[src/rtl/sc_obc_ddr_bist_pkg.sv]
// Shared types and AXI constants for the DDR4 memory BIST master.
// Imported by the top level and the pattern generator.
package sc_obc_ddr_bist_pkg;

  typedef enum logic [2:0] {
    ST_IDLE,
    ST_WR_ADDR,
    ST_WR_DATA,
    ST_WR_RESP,
    ST_RD_ADDR,
    ST_RD_DATA,
    ST_FINISH
  } state_e;

  localparam logic [1:0] BURST_INCR = 2'b01;
  localparam logic [1:0] RESP_OKAY  = 2'b00;

  function automatic logic [2:0] axsize(input int data_w);
    return 3'($clog2(data_w / 8));
  endfunction

endpackage

[src/rtl/sc_obc_ddr_bist_pattern.sv]
// Address-derived test pattern: each 32-bit lane is (A + 4*i) ^ seed.
// Purely combinational, shared by the write and read-compare paths.
module sc_obc_ddr_bist_pattern #(
  parameter int ADDR_W = 32,
  parameter int DATA_W = 128
) (
  input  logic [ADDR_W-1:0] addr_i,
  input  logic [31:0]       seed_i,
  output logic [DATA_W-1:0] data_o
);

  logic [31:0] a32;

  assign a32 = 32'(addr_i);

  always_comb begin
    data_o = '0;
    for (int i = 0; i < DATA_W / 32; i++) begin
      data_o[32*i +: 32] = (a32 + 32'(4 * i)) ^ seed_i;
    end
  end

endmodule

[src/rtl/sc_obc_ddr_bist.sv]
// AXI4 write/read-back/compare BIST master for the DDR4 region.
// One outstanding transaction; ABORT takes effect at the next AW/AR issue point.
module sc_obc_ddr_bist
  import sc_obc_ddr_bist_pkg::*;
#(
  parameter int ADDR_W    = 32,
  parameter int DATA_W    = 128,
  parameter int BURST_LEN = 16,
  parameter int NB_W      = 20
) (
  input  logic                CLK,
  input  logic                XRST,
  input  logic                START,
  input  logic                ABORT,
  input  logic [ADDR_W-1:0]   BASE_ADDR,
  input  logic [NB_W-1:0]     NUM_BURSTS,
  input  logic [31:0]         SEED,
  output logic                BUSY,
  output logic                DONE,
  output logic                ABORTED,
  output logic                RESP_ERR,
  output logic [15:0]         ERR_CNT,
  output logic [ADDR_W-1:0]   FIRST_ERR_ADDR,
  output logic [ADDR_W-1:0]   M_AXI_AWADDR,
  output logic [7:0]          M_AXI_AWLEN,
  output logic [2:0]          M_AXI_AWSIZE,
  output logic [1:0]          M_AXI_AWBURST,
  output logic                M_AXI_AWVALID,
  input  logic                M_AXI_AWREADY,
  output logic [DATA_W-1:0]   M_AXI_WDATA,
  output logic [DATA_W/8-1:0] M_AXI_WSTRB,
  output logic                M_AXI_WLAST,
  output logic                M_AXI_WVALID,
  input  logic                M_AXI_WREADY,
  input  logic [1:0]          M_AXI_BRESP,
  input  logic                M_AXI_BVALID,
  output logic                M_AXI_BREADY,
  output logic [ADDR_W-1:0]   M_AXI_ARADDR,
  output logic [7:0]          M_AXI_ARLEN,
  output logic [2:0]          M_AXI_ARSIZE,
  output logic [1:0]          M_AXI_ARBURST,
  output logic                M_AXI_ARVALID,
  input  logic                M_AXI_ARREADY,
  input  logic [DATA_W-1:0]   M_AXI_RDATA,
  input  logic [1:0]          M_AXI_RRESP,
  input  logic                M_AXI_RLAST,
  input  logic                M_AXI_RVALID,
  output logic                M_AXI_RREADY
);

  localparam int BYTES = DATA_W / 8;
  localparam int BLK   = BURST_LEN * BYTES;
  localparam int LBLK  = $clog2(BLK);
  localparam int SZ    = $clog2(BYTES);
  localparam logic [ADDR_W-1:0] BLK_A = ADDR_W'(BLK);
  localparam logic [ADDR_W-1:0] ALIGN = {ADDR_W{1'b1}} << LBLK;
  localparam logic [7:0] LAST = 8'(BURST_LEN - 1);
  localparam logic [NB_W-1:0] ONE = NB_W'(1);

  state_e            state_q;
  logic [ADDR_W-1:0] addr_q, base_q, ferr_q;
  logic [NB_W-1:0]   rem_q, nb_q;
  logic [31:0]       seed_q;
  logic [7:0]        beat_q;
  logic [15:0]       err_cnt_q;
  logic abort_q, busy_q, done_q, aborted_q, resp_err_q;
  logic awvalid_q, wvalid_q, bready_q, arvalid_q, rready_q;

  logic [ADDR_W-1:0] beat_addr;
  logic [DATA_W-1:0] wpat, rpat;
  logic              abort_now;

  assign beat_addr = addr_q + (ADDR_W'(beat_q) << SZ);
  assign abort_now = abort_q | ABORT;

  sc_obc_ddr_bist_pattern #(.ADDR_W(ADDR_W), .DATA_W(DATA_W)) u_wpat (
    .addr_i(beat_addr), .seed_i(seed_q), .data_o(wpat)
  );

  sc_obc_ddr_bist_pattern #(.ADDR_W(ADDR_W), .DATA_W(DATA_W)) u_rpat (
    .addr_i(beat_addr), .seed_i(seed_q), .data_o(rpat)
  );

  always_ff @(posedge CLK or negedge XRST) begin
    if (!XRST) begin
      state_q    <= ST_IDLE;
      addr_q     <= '0;
      base_q     <= '0;
      ferr_q     <= '0;
      rem_q      <= '0;
      nb_q       <= '0;
      seed_q     <= '0;
      beat_q     <= '0;
      err_cnt_q  <= '0;
      abort_q    <= 1'b0;
      busy_q     <= 1'b0;
      done_q     <= 1'b0;
      aborted_q  <= 1'b0;
      resp_err_q <= 1'b0;
      awvalid_q  <= 1'b0;
      wvalid_q   <= 1'b0;
      bready_q   <= 1'b0;
      arvalid_q  <= 1'b0;
      rready_q   <= 1'b0;
    end else begin
      if (busy_q && ABORT) abort_q <= 1'b1;
      unique case (state_q)
        ST_IDLE: if (START) begin
          base_q     <= BASE_ADDR & ALIGN;
          addr_q     <= BASE_ADDR & ALIGN;
          nb_q       <= NUM_BURSTS;
          rem_q      <= NUM_BURSTS;
          seed_q     <= SEED;
          beat_q     <= '0;
          err_cnt_q  <= '0;
          ferr_q     <= '0;
          resp_err_q <= 1'b0;
          aborted_q  <= 1'b0;
          done_q     <= 1'b0;
          abort_q    <= 1'b0;
          busy_q     <= 1'b1;
          if (NUM_BURSTS == '0) begin
            state_q <= ST_FINISH;
          end else begin
            state_q   <= ST_WR_ADDR;
            awvalid_q <= 1'b1;
          end
        end
        ST_WR_ADDR: if (M_AXI_AWREADY) begin
          awvalid_q <= 1'b0;
          wvalid_q  <= 1'b1;
          state_q   <= ST_WR_DATA;
        end
        ST_WR_DATA: if (M_AXI_WREADY) begin
          if (beat_q == LAST) begin
            beat_q   <= '0;
            wvalid_q <= 1'b0;
            bready_q <= 1'b1;
            state_q  <= ST_WR_RESP;
          end else begin
            beat_q <= beat_q + 8'd1;
          end
        end
        ST_WR_RESP: if (M_AXI_BVALID) begin
          bready_q <= 1'b0;
          if (M_AXI_BRESP != RESP_OKAY) resp_err_q <= 1'b1;
          if (rem_q == ONE) begin
            rem_q  <= nb_q;
            addr_q <= base_q;
          end else begin
            rem_q  <= rem_q - ONE;
            addr_q <= addr_q + BLK_A;
          end
          if (abort_now) begin
            aborted_q <= 1'b1;
            state_q   <= ST_FINISH;
          end else if (rem_q == ONE) begin
            arvalid_q <= 1'b1;
            state_q   <= ST_RD_ADDR;
          end else begin
            awvalid_q <= 1'b1;
            state_q   <= ST_WR_ADDR;
          end
        end
        ST_RD_ADDR: if (M_AXI_ARREADY) begin
          arvalid_q <= 1'b0;
          rready_q  <= 1'b1;
          state_q   <= ST_RD_DATA;
        end
        ST_RD_DATA: if (M_AXI_RVALID) begin
          beat_q <= beat_q + 8'd1;
          if (M_AXI_RRESP != RESP_OKAY) resp_err_q <= 1'b1;
          if (M_AXI_RDATA != rpat) begin
            if (err_cnt_q != 16'hFFFF) err_cnt_q <= err_cnt_q + 16'd1;
            if (err_cnt_q == 16'd0) ferr_q <= beat_addr;
          end
          if (M_AXI_RLAST) begin
            // A short or long burst is a slave protocol fault
            if (beat_q != LAST) resp_err_q <= 1'b1;
            beat_q   <= '0;
            rready_q <= 1'b0;
            if (rem_q == ONE) begin
              state_q <= ST_FINISH;
            end else begin
              rem_q  <= rem_q - ONE;
              addr_q <= addr_q + BLK_A;
              if (abort_now) begin
                aborted_q <= 1'b1;
                state_q   <= ST_FINISH;
              end else begin
                arvalid_q <= 1'b1;
                state_q   <= ST_RD_ADDR;
              end
            end
          end
        end
        ST_FINISH: begin
          busy_q  <= 1'b0;
          done_q  <= 1'b1;
          state_q <= ST_IDLE;
        end
        default: state_q <= ST_IDLE;
      endcase
    end
  end

  assign BUSY           = busy_q;
  assign DONE           = done_q;
  assign ABORTED        = aborted_q;
  assign RESP_ERR       = resp_err_q;
  assign ERR_CNT        = err_cnt_q;
  assign FIRST_ERR_ADDR = ferr_q;

  // Fixed AXI fields are gated so that every output reads 0 out of reset
  assign M_AXI_AWADDR  = addr_q;
  assign M_AXI_AWLEN   = awvalid_q ? LAST : 8'd0;
  assign M_AXI_AWSIZE  = awvalid_q ? axsize(DATA_W) : 3'd0;
  assign M_AXI_AWBURST = awvalid_q ? BURST_INCR : 2'b00;
  assign M_AXI_AWVALID = awvalid_q;
  assign M_AXI_WDATA   = wvalid_q ? wpat : '0;
  assign M_AXI_WSTRB   = {(DATA_W/8){wvalid_q}};
  assign M_AXI_WLAST   = wvalid_q && (beat_q == LAST);
  assign M_AXI_WVALID  = wvalid_q;
  assign M_AXI_BREADY  = bready_q;
  assign M_AXI_ARADDR  = addr_q;
  assign M_AXI_ARLEN   = arvalid_q ? LAST : 8'd0;
  assign M_AXI_ARSIZE  = arvalid_q ? axsize(DATA_W) : 3'd0;
  assign M_AXI_ARBURST = arvalid_q ? BURST_INCR : 2'b00;
  assign M_AXI_ARVALID = arvalid_q;
  assign M_AXI_RREADY  = rready_q;

endmodule
[config.mk]
export PLATFORM = sky130hd
export DESIGN_NAME = sc_obc_ddr_bist
export DESIGN_NICKNAME = d
export VERILOG_FILES = /design/src/rtl/sc_obc_ddr_bist_pkg.sv /design/src/rtl/sc_obc_ddr_bist_pattern.sv /design/src/rtl/sc_obc_ddr_bist.sv
export SDC_FILE = /design/constraint.sdc
export NUM_CORES = 1
export LEC_CHECK = 0
export CAP_MARGIN = 20
export CELL_PAD_IN_SITES_DETAIL_PLACEMENT = 0
export CELL_PAD_IN_SITES_GLOBAL_PLACEMENT = 1
export CORE_ASPECT_RATIO = 0.9
export CORE_UTILIZATION = 35
export DETAILED_ROUTE_END_ITERATION = 8
export PLACE_DENSITY_LB_ADDON = 0.12
export SLEW_MARGIN = 10
export SYNTH_ARGS = -nofsm -noshare
export SYNTH_HDL_FRONTEND = slang
export SYNTH_SLANG_ARGS = --single-unit
[constraint.sdc]
create_clock -name CLK -period 12.1 [get_ports CLK]
set_clock_uncertainty 0.05 [all_clocks]
set_input_delay 1.21 -clock CLK [delete_from_list [all_inputs] [get_ports CLK]]
set_output_delay 1.21 -clock CLK [all_outputs]
set_load 0.05 [all_outputs]
**Word-level counts from Yosys, hierarchy flattened**

Index checks and enable logic that the tools add are counted.

- Bits in registers: 197
- Latch bits: 0
- Memory bits (writable): 0
- ROM bits: 0
- Input port bits: 226
- Word-level logic and storage cells: 189
- Memories: 0

- Add/subtract/negate cells: 8
- Multiply operators: 0
- Div/mod/pow operators: 0
- Order comparisons: 0
- Equal/unequal tests: 29
- Shift-type cells: 0
- Muxes and demuxes: 99
- Bitwise operators: 5
- Reduce and logical (&&, ||, !) cells: 29

Operator list:

| operator | number |
|---|---|
| $mux 32 | 10 |
| $mux 128 | 1 |
| $ne 128x128->1 | 1 |
| $xor 32x32->32 | 4 |
| $mux 20 | 6 |
| $pmux 32 s3 | 1 |
| $add 32x4->32 const B | 2 |
| $mux 16 | 4 |
| $pmux 32 s2 | 1 |
| $pmux 20 s3 | 1 |
| $mux 1 | 41 |
| $mux 8 | 5 |
| $mux 3 | 13 |
| $ne 2x2->1 const B | 18 |
| $add 32x12->32 | 1 |
| $add 32x3->32 const B | 1 |
| $add 32x9->32 const B | 1 |
| $pmux 16 s2 | 1 |
| $pmux 8 s3 | 1 |
| $eq 20x1->1 const B | 1 |
| $logic_not 20->1 | 1 |
| $sub 20x1->20 const B | 1 |
| $pmux 3 s6 | 1 |
| $add 16x1->16 const B | 1 |
| other kinds (24) | 52 |

**Logic depth before layout (Yosys ltp)**

- Depth after elaboration: 7
- Mapped depth: 17
- Gate-level depth less buffers: 11

**Modules after synthesis**

Synthesis repeated with hierarchy kept, for this count alone.

- Cell total of the unflattened synthesis: 2073
- Area total of the unflattened synthesis: 16534.6 um^2

Modules (own cells, without submodules):

| module | times used | cells each | area each (um^2) | sequential area each (um^2) |
|---|---|---|---|---|
| sc_obc_ddr_bist | 1 | 1512 | 12607.1 | 4629.4 |
| sc_obc_ddr_bist_pattern at u_wpat | 1 | 284 | 1970.6 | 0.0 |
| sc_obc_ddr_bist_pattern at u_rpat | 1 | 277 | 1956.9 | 0.0 |

**Worst setup path before layout**

No wires, ideal clock.

- Kind: flip-flop to output port
- Start: register addr_q[10], in the netlist M_AXI_ARADDR[10]
- End: output M_AXI_WDATA[118]
- Arrival: 3.890 ns
- Slack: 6.950 ns
- Cell stages (with the launch flop): 11
- Path buffers: 3
- Path through: dfrtp_1 -> ha_1 -> clkbuf_1 -> nand2_1 -> o21a_2 -> buf_4 -> nor3_1 -> xnor2_1 -> or2_2 -> a21oi_1 -> buf_4

- Word-level cells in the longest chain between the ends: 4

RTL lines:

| item | line | text |
|---|---|---|
| start, declared | sc_obc_ddr_bist.sv:61 | `logic [ADDR_W-1:0] addr_q, base_q, ferr_q;` |
| start signal, assigned | sc_obc_ddr_bist.sv:110 | `addr_q <= BASE_ADDR & ALIGN;` |
| start signal, assigned | sc_obc_ddr_bist.sv:149 | `addr_q <= base_q;` |
| start signal, assigned | sc_obc_ddr_bist.sv:152 | `addr_q <= addr_q + BLK_A;` |
| $add 32x12->32 | sc_obc_ddr_bist.sv:73 | `assign beat_addr = addr_q + (ADDR_W'(beat_q) << SZ);` |
| $add 32x4->32 | sc_obc_ddr_bist_pattern.sv:19 | `data_o[32*i +: 32] = (a32 + 32'(4 * i)) ^ seed_i;` |
| $xor 32x32->32 | sc_obc_ddr_bist_pattern.sv:19 |  |
| $mux 128 | sc_obc_ddr_bist.sv:220 | `assign M_AXI_WDATA = wvalid_q ? wpat : '0;` |
| end, declared | sc_obc_ddr_bist.sv:30 | `output logic [DATA_W-1:0] M_AXI_WDATA,` |

Every way passes these cells.

**Worst setup path in the final report**

- Start: register addr_q[8], in the netlist M_AXI_ARADDR[8]
- End: output M_AXI_WDATA[54]

- Word-level cells in the longest chain between the ends: 4

RTL lines:

| item | line |
|---|---|
| $add 32x12->32 | sc_obc_ddr_bist.sv:73 |
| $add 32x3->32 | sc_obc_ddr_bist_pattern.sv:19 |
| $xor 32x32->32 | sc_obc_ddr_bist_pattern.sv:19 |
| $mux 128 | sc_obc_ddr_bist.sv:220 |

Every way passes these cells.

==> metrics <==
Filler cells between 3000 and 4000; Final setup viols 0; clock power share approximately 11%; CP max-delay cell clkdlybuf4s50_1; Setup WS pre-CTS around 6.4 ns; Clock Path Buffers 2; sw frac 56.02%; Initial DRC Count 1289; crit path cell chain ha_1, a21oi_1, o21a_2, nor3_1, xnor2_1, or2_2, a21oi_1, clkdlybuf4s50_1; hold slack approximately 0.43 ns; clock-pin slew on the worst setup and hold paths roughly 0.080 ns; CP Data Arrival Time around 4.7 ns; Async SR Flop Fraction 100.0%; Die Ht 193.6 µm; mean routed wirelength per cell between 20 and 25 µm; number of remaining DRC errors 0; final hold viol count 0; LEAKAGE ~8 nW; status finished clean; worst rel slew slack between 20% and 30%; number of CTS-inserted buffers 17; initial antenna violation count 3; vias in the first global route around 14000; largest net degree at the start of global routing around 120; Critical R2R Capture FIRST_ERR_ADDR[28]$_DFFE_PN0P_; maximum clock rate between 150 and 200 MHz; Vias 14710; prevailing post-synth register cell dfrtp_1; Yosys reg bits 186; pwr dens ~260 nW/µm²; Core Region around 40000 µm²; Hold Path End base_q[23]$_DFFE_PN0P_; startpoint types flip-flop; Cell variety after synth just over 80; Hold Path Cell Cnt 2; Psw 0.002843 W; compound-cell area share of the yosys netlist 16.94%; Post-Synth Adder-Cell Area less than 1%; Reg2Reg Depth 12; Max Slew Vio Count 0; Flop pwr share between 20% and 30%; ANT nets after route 0; commonest cells after routing, fill and taps aside 478 x clkdlybuf4s50_1, 356 x nand2_1, 186 x dfrtp_1; H-tree depth 4; crit path time final ~5.9 ns; Mapped Avg Cell Area 7.778 µm²; reg2reg setup slack 6.51 ns; Post-Synthesis Cells around 1800; Die W between 200 and 250 µm; Post-synth EDFFs 0; Syn. warnings 0; Detailed Route WL around 57000 µm; main combinational cell family by area after synthesis simple AND/OR/NAND/NOR gates; Final #Nets around 2400; slew at the pin closest to its max-slew limit roughly 1.1 ns; gr usage total a little over a quarter; Internal Dissipation around 0.0022 W; initial core utilization 35.81%; post-DP HPWL approximately 43000 µm; GRT overflow 0; fraction of layout cells with a size suffix above 1 a little under 5%; register area share after synthesis about a third; Min-Delay Path Class reg -> reg; Synth Area in XOR/XNOR 6.711%; Req. time, crit path roughly 11 ns; post-CTS sizing 0; clk_lat worst skew roughly 0.45 ns; crit share post-route roughly half; Clock Sink Count about 190; IO Pins 518; RSZ-0062 raised after global routing false; first drt pass iteration count 6; Site Rows 69; CTS tree done; first-pass GRT wire length ~85000 µm; Setup crit end kind output pin; commonest non-fill, non-tap cell in the layout clkdlybuf4s50_1; fin worst setup slack just over 6 ns; synthesized area ~14000 µm²; Placement Cell Area between 15000 and 20000 µm²; cell mode on critical path a21oi_1; Setup CP Type reg -> out; Root Driver clkbuf_16; Max Cap Violations 0; PortBufs approximately 480; CP max FO 21; hold_sp base_q[23]$_DFFE_PN0P_; die area about 42000 µm²; Finished Cell Area about 19000 µm²; simple-gate share of the synthesized area between 20 and 30%; worst vdd ir about 180 µV; Comb power frac about two thirds; Crit Reg-Reg Startpoint M_AXI_ARADDR[9]$_DFFE_PN0P_; gpl congestion ~0.92; area growth from synthesis to layout 34.13%; setup TNS 0 ns; vias per cell roughly 5.5; Max stage delay on crit path between 0.9 and 1 ns; mux share of post-synthesis cell area 2.917%; post-CTS setup buffers 0; CTS hold repair buffers 0
cells in the mapped netlist (22+ instances only):
| cell type | number | area share [%] |
|---|---|---|
| clkbuf_1 | 82 | 2.2 |
| nand2_1 | 358 | 9.4 |
| nor2_1 | 180 | 4.7 |
| inv_1 | 24 | 0.63 |
| mux2i_1 | 36 | 2.5 |
| a21oi_1 | 60 | 2.1 |
| and2_1 | 40 | 1.8 |
| xor2_1 | 28 | 1.7 |
| nor3_1 | 32 | 1.1 |
| nor4_1 | 32 | 1.4 |
| o21ai_0 | 135 | 4.7 |
| dfrtp_1 | 186 | 33 |
| xnor2_1 | 58 | 3.6 |
| o31ai_1 | 46 | 2.4 |
| nand4_1 | 30 | 1.3 |
| buf_4 | 134 | 7.0 |
| a221oi_1 | 22 | 1.3 |
| nand3_1 | 48 | 1.7 |
flip-flops by register name, indices dropped and copies added (netlist names):
signal / count
M_AXI_WVALID: 1
DONE: 1
nb_q: 20
BUSY: 1
beat_q: 8
FIRST_ERR_ADDR: 29
M_AXI_BREADY: 1
M_AXI_ARVALID: 1
base_q: 24
seed_q: 32
rem_q: 20
M_AXI_RREADY: 1
RESP_ERR: 1
M_AXI_AWVALID: 1
abort_q: 1
state_q: 3
ERR_CNT: 16
ABORTED: 1
M_AXI_ARADDR: 24
critical path, delay by kind of cell (launching register included):
family	cells	cell delay, ns
buffers and inverters	1	0.92
AO/OA/AOI/OAI	3	0.98
adder cells (fa/ha/maj)	1	0.33
flip-flops	1	0.60
XOR/XNOR	1	0.21
AND/OR/NAND/NOR	2	1.15
power groups by stage:
stage | combinational (W) | sequential [W] | clock, W
5_1_grt | 0.00352 | 0.00124 | 0.000601
3_5_place_dp | 0.00331 | 0.00121 | 0
4_1_cts | 0.00332 | 0.00120 | 0.000577
3_3_place_gp | 0.00328 | 0.00120 | 0
2_1_floorplan | 0.00234 | 0.00120 | 0
6_report | 0.00331 | 0.00120 | 0.000566
stage by stage:
| stage | power [W] | instances | util [%] |
|---|---|---|---|
| 2_1_floorplan | 0.003540 | 1865 | - |
| 3_3_place_gp | 0.004487 | 2656 | 46.59 |
| 6_report | 0.005075 | 2689 | 48.03 |
| 3_5_place_dp | 0.004523 | 2656 | 46.59 |
| 4_1_cts | 0.005096 | 2688 | 48.02 |
| 5_1_grt | 0.005366 | 2689 | 48.03 |
cell type report:
class                      count  area (µm²)  area share, %
antenna                        1       2.502        0.01306
sequential                   186        4654          24.30
inverter                      26       97.59         0.5095
tap                          532       665.6          3.475
clock inverter                14       132.6         0.6924
timing repair buffer         501        4964          25.91
multi-input combinational   1411        8200          42.81
clock buffer                  18       439.2          2.293
cell families (layout without fill, tap and decap cells):
| kind of cell | Yosys count | count (layout) |
|---|---|---|
| adders and majority gates | 11 | 11 |
| xor gates and xnor gates | 95 | 95 |
| and+or+nand+nor | 860 | 860 |
| muxes | 41 | 41 |
| other | 1 | 31 |
| AOI/OAI and AO/OA | 374 | 374 |
| DFF | 186 | 186 |
| buffers and inverters | 268 | 559 |
routing by layer:
layer | global-route usage [%] | wire [µm] | vias to the layer above | share of wire (%)
met4 | 6.640 | 1079 | 2 | 1.9
met2 | 42.26 | 26450 | 541 | 47
li1 | - | - | 6929 | -
met5 | 0 | 13 | - | 0.023
met1 | 37.18 | 25810 | 7189 | 45
met3 | 4.392 | 3512 | 52 | 6.2
worst max-delay path by stage:
stage | cells past startpoint | slack [ns] | startpoint | to
2_1_floorplan | 10 | 6.95 | M_AXI_ARADDR[10]$_DFFE_PN0P_ | M_AXI_WDATA[118]
3_3_place_gp | 12 | 6.44 | M_AXI_RDATA[7] | FIRST_ERR_ADDR[28]$_DFFE_PN0P_
3_5_place_dp | 12 | 6.38 | M_AXI_RDATA[7] | FIRST_ERR_ADDR[28]$_DFFE_PN0P_
4_1_cts | 8 | 6.19 | M_AXI_ARADDR[8]$_DFFE_PN0P_ | M_AXI_WDATA[54]
5_1_grt | 8 | 5.93 | M_AXI_ARADDR[11]$_DFFE_PN0P_ | M_AXI_WDATA[54]
6_report | 8 | 6.17 | M_AXI_ARADDR[8]$_DFFE_PN0P_ | M_AXI_WDATA[54]
No activity file was read; power rests on OpenSTA's default activity.
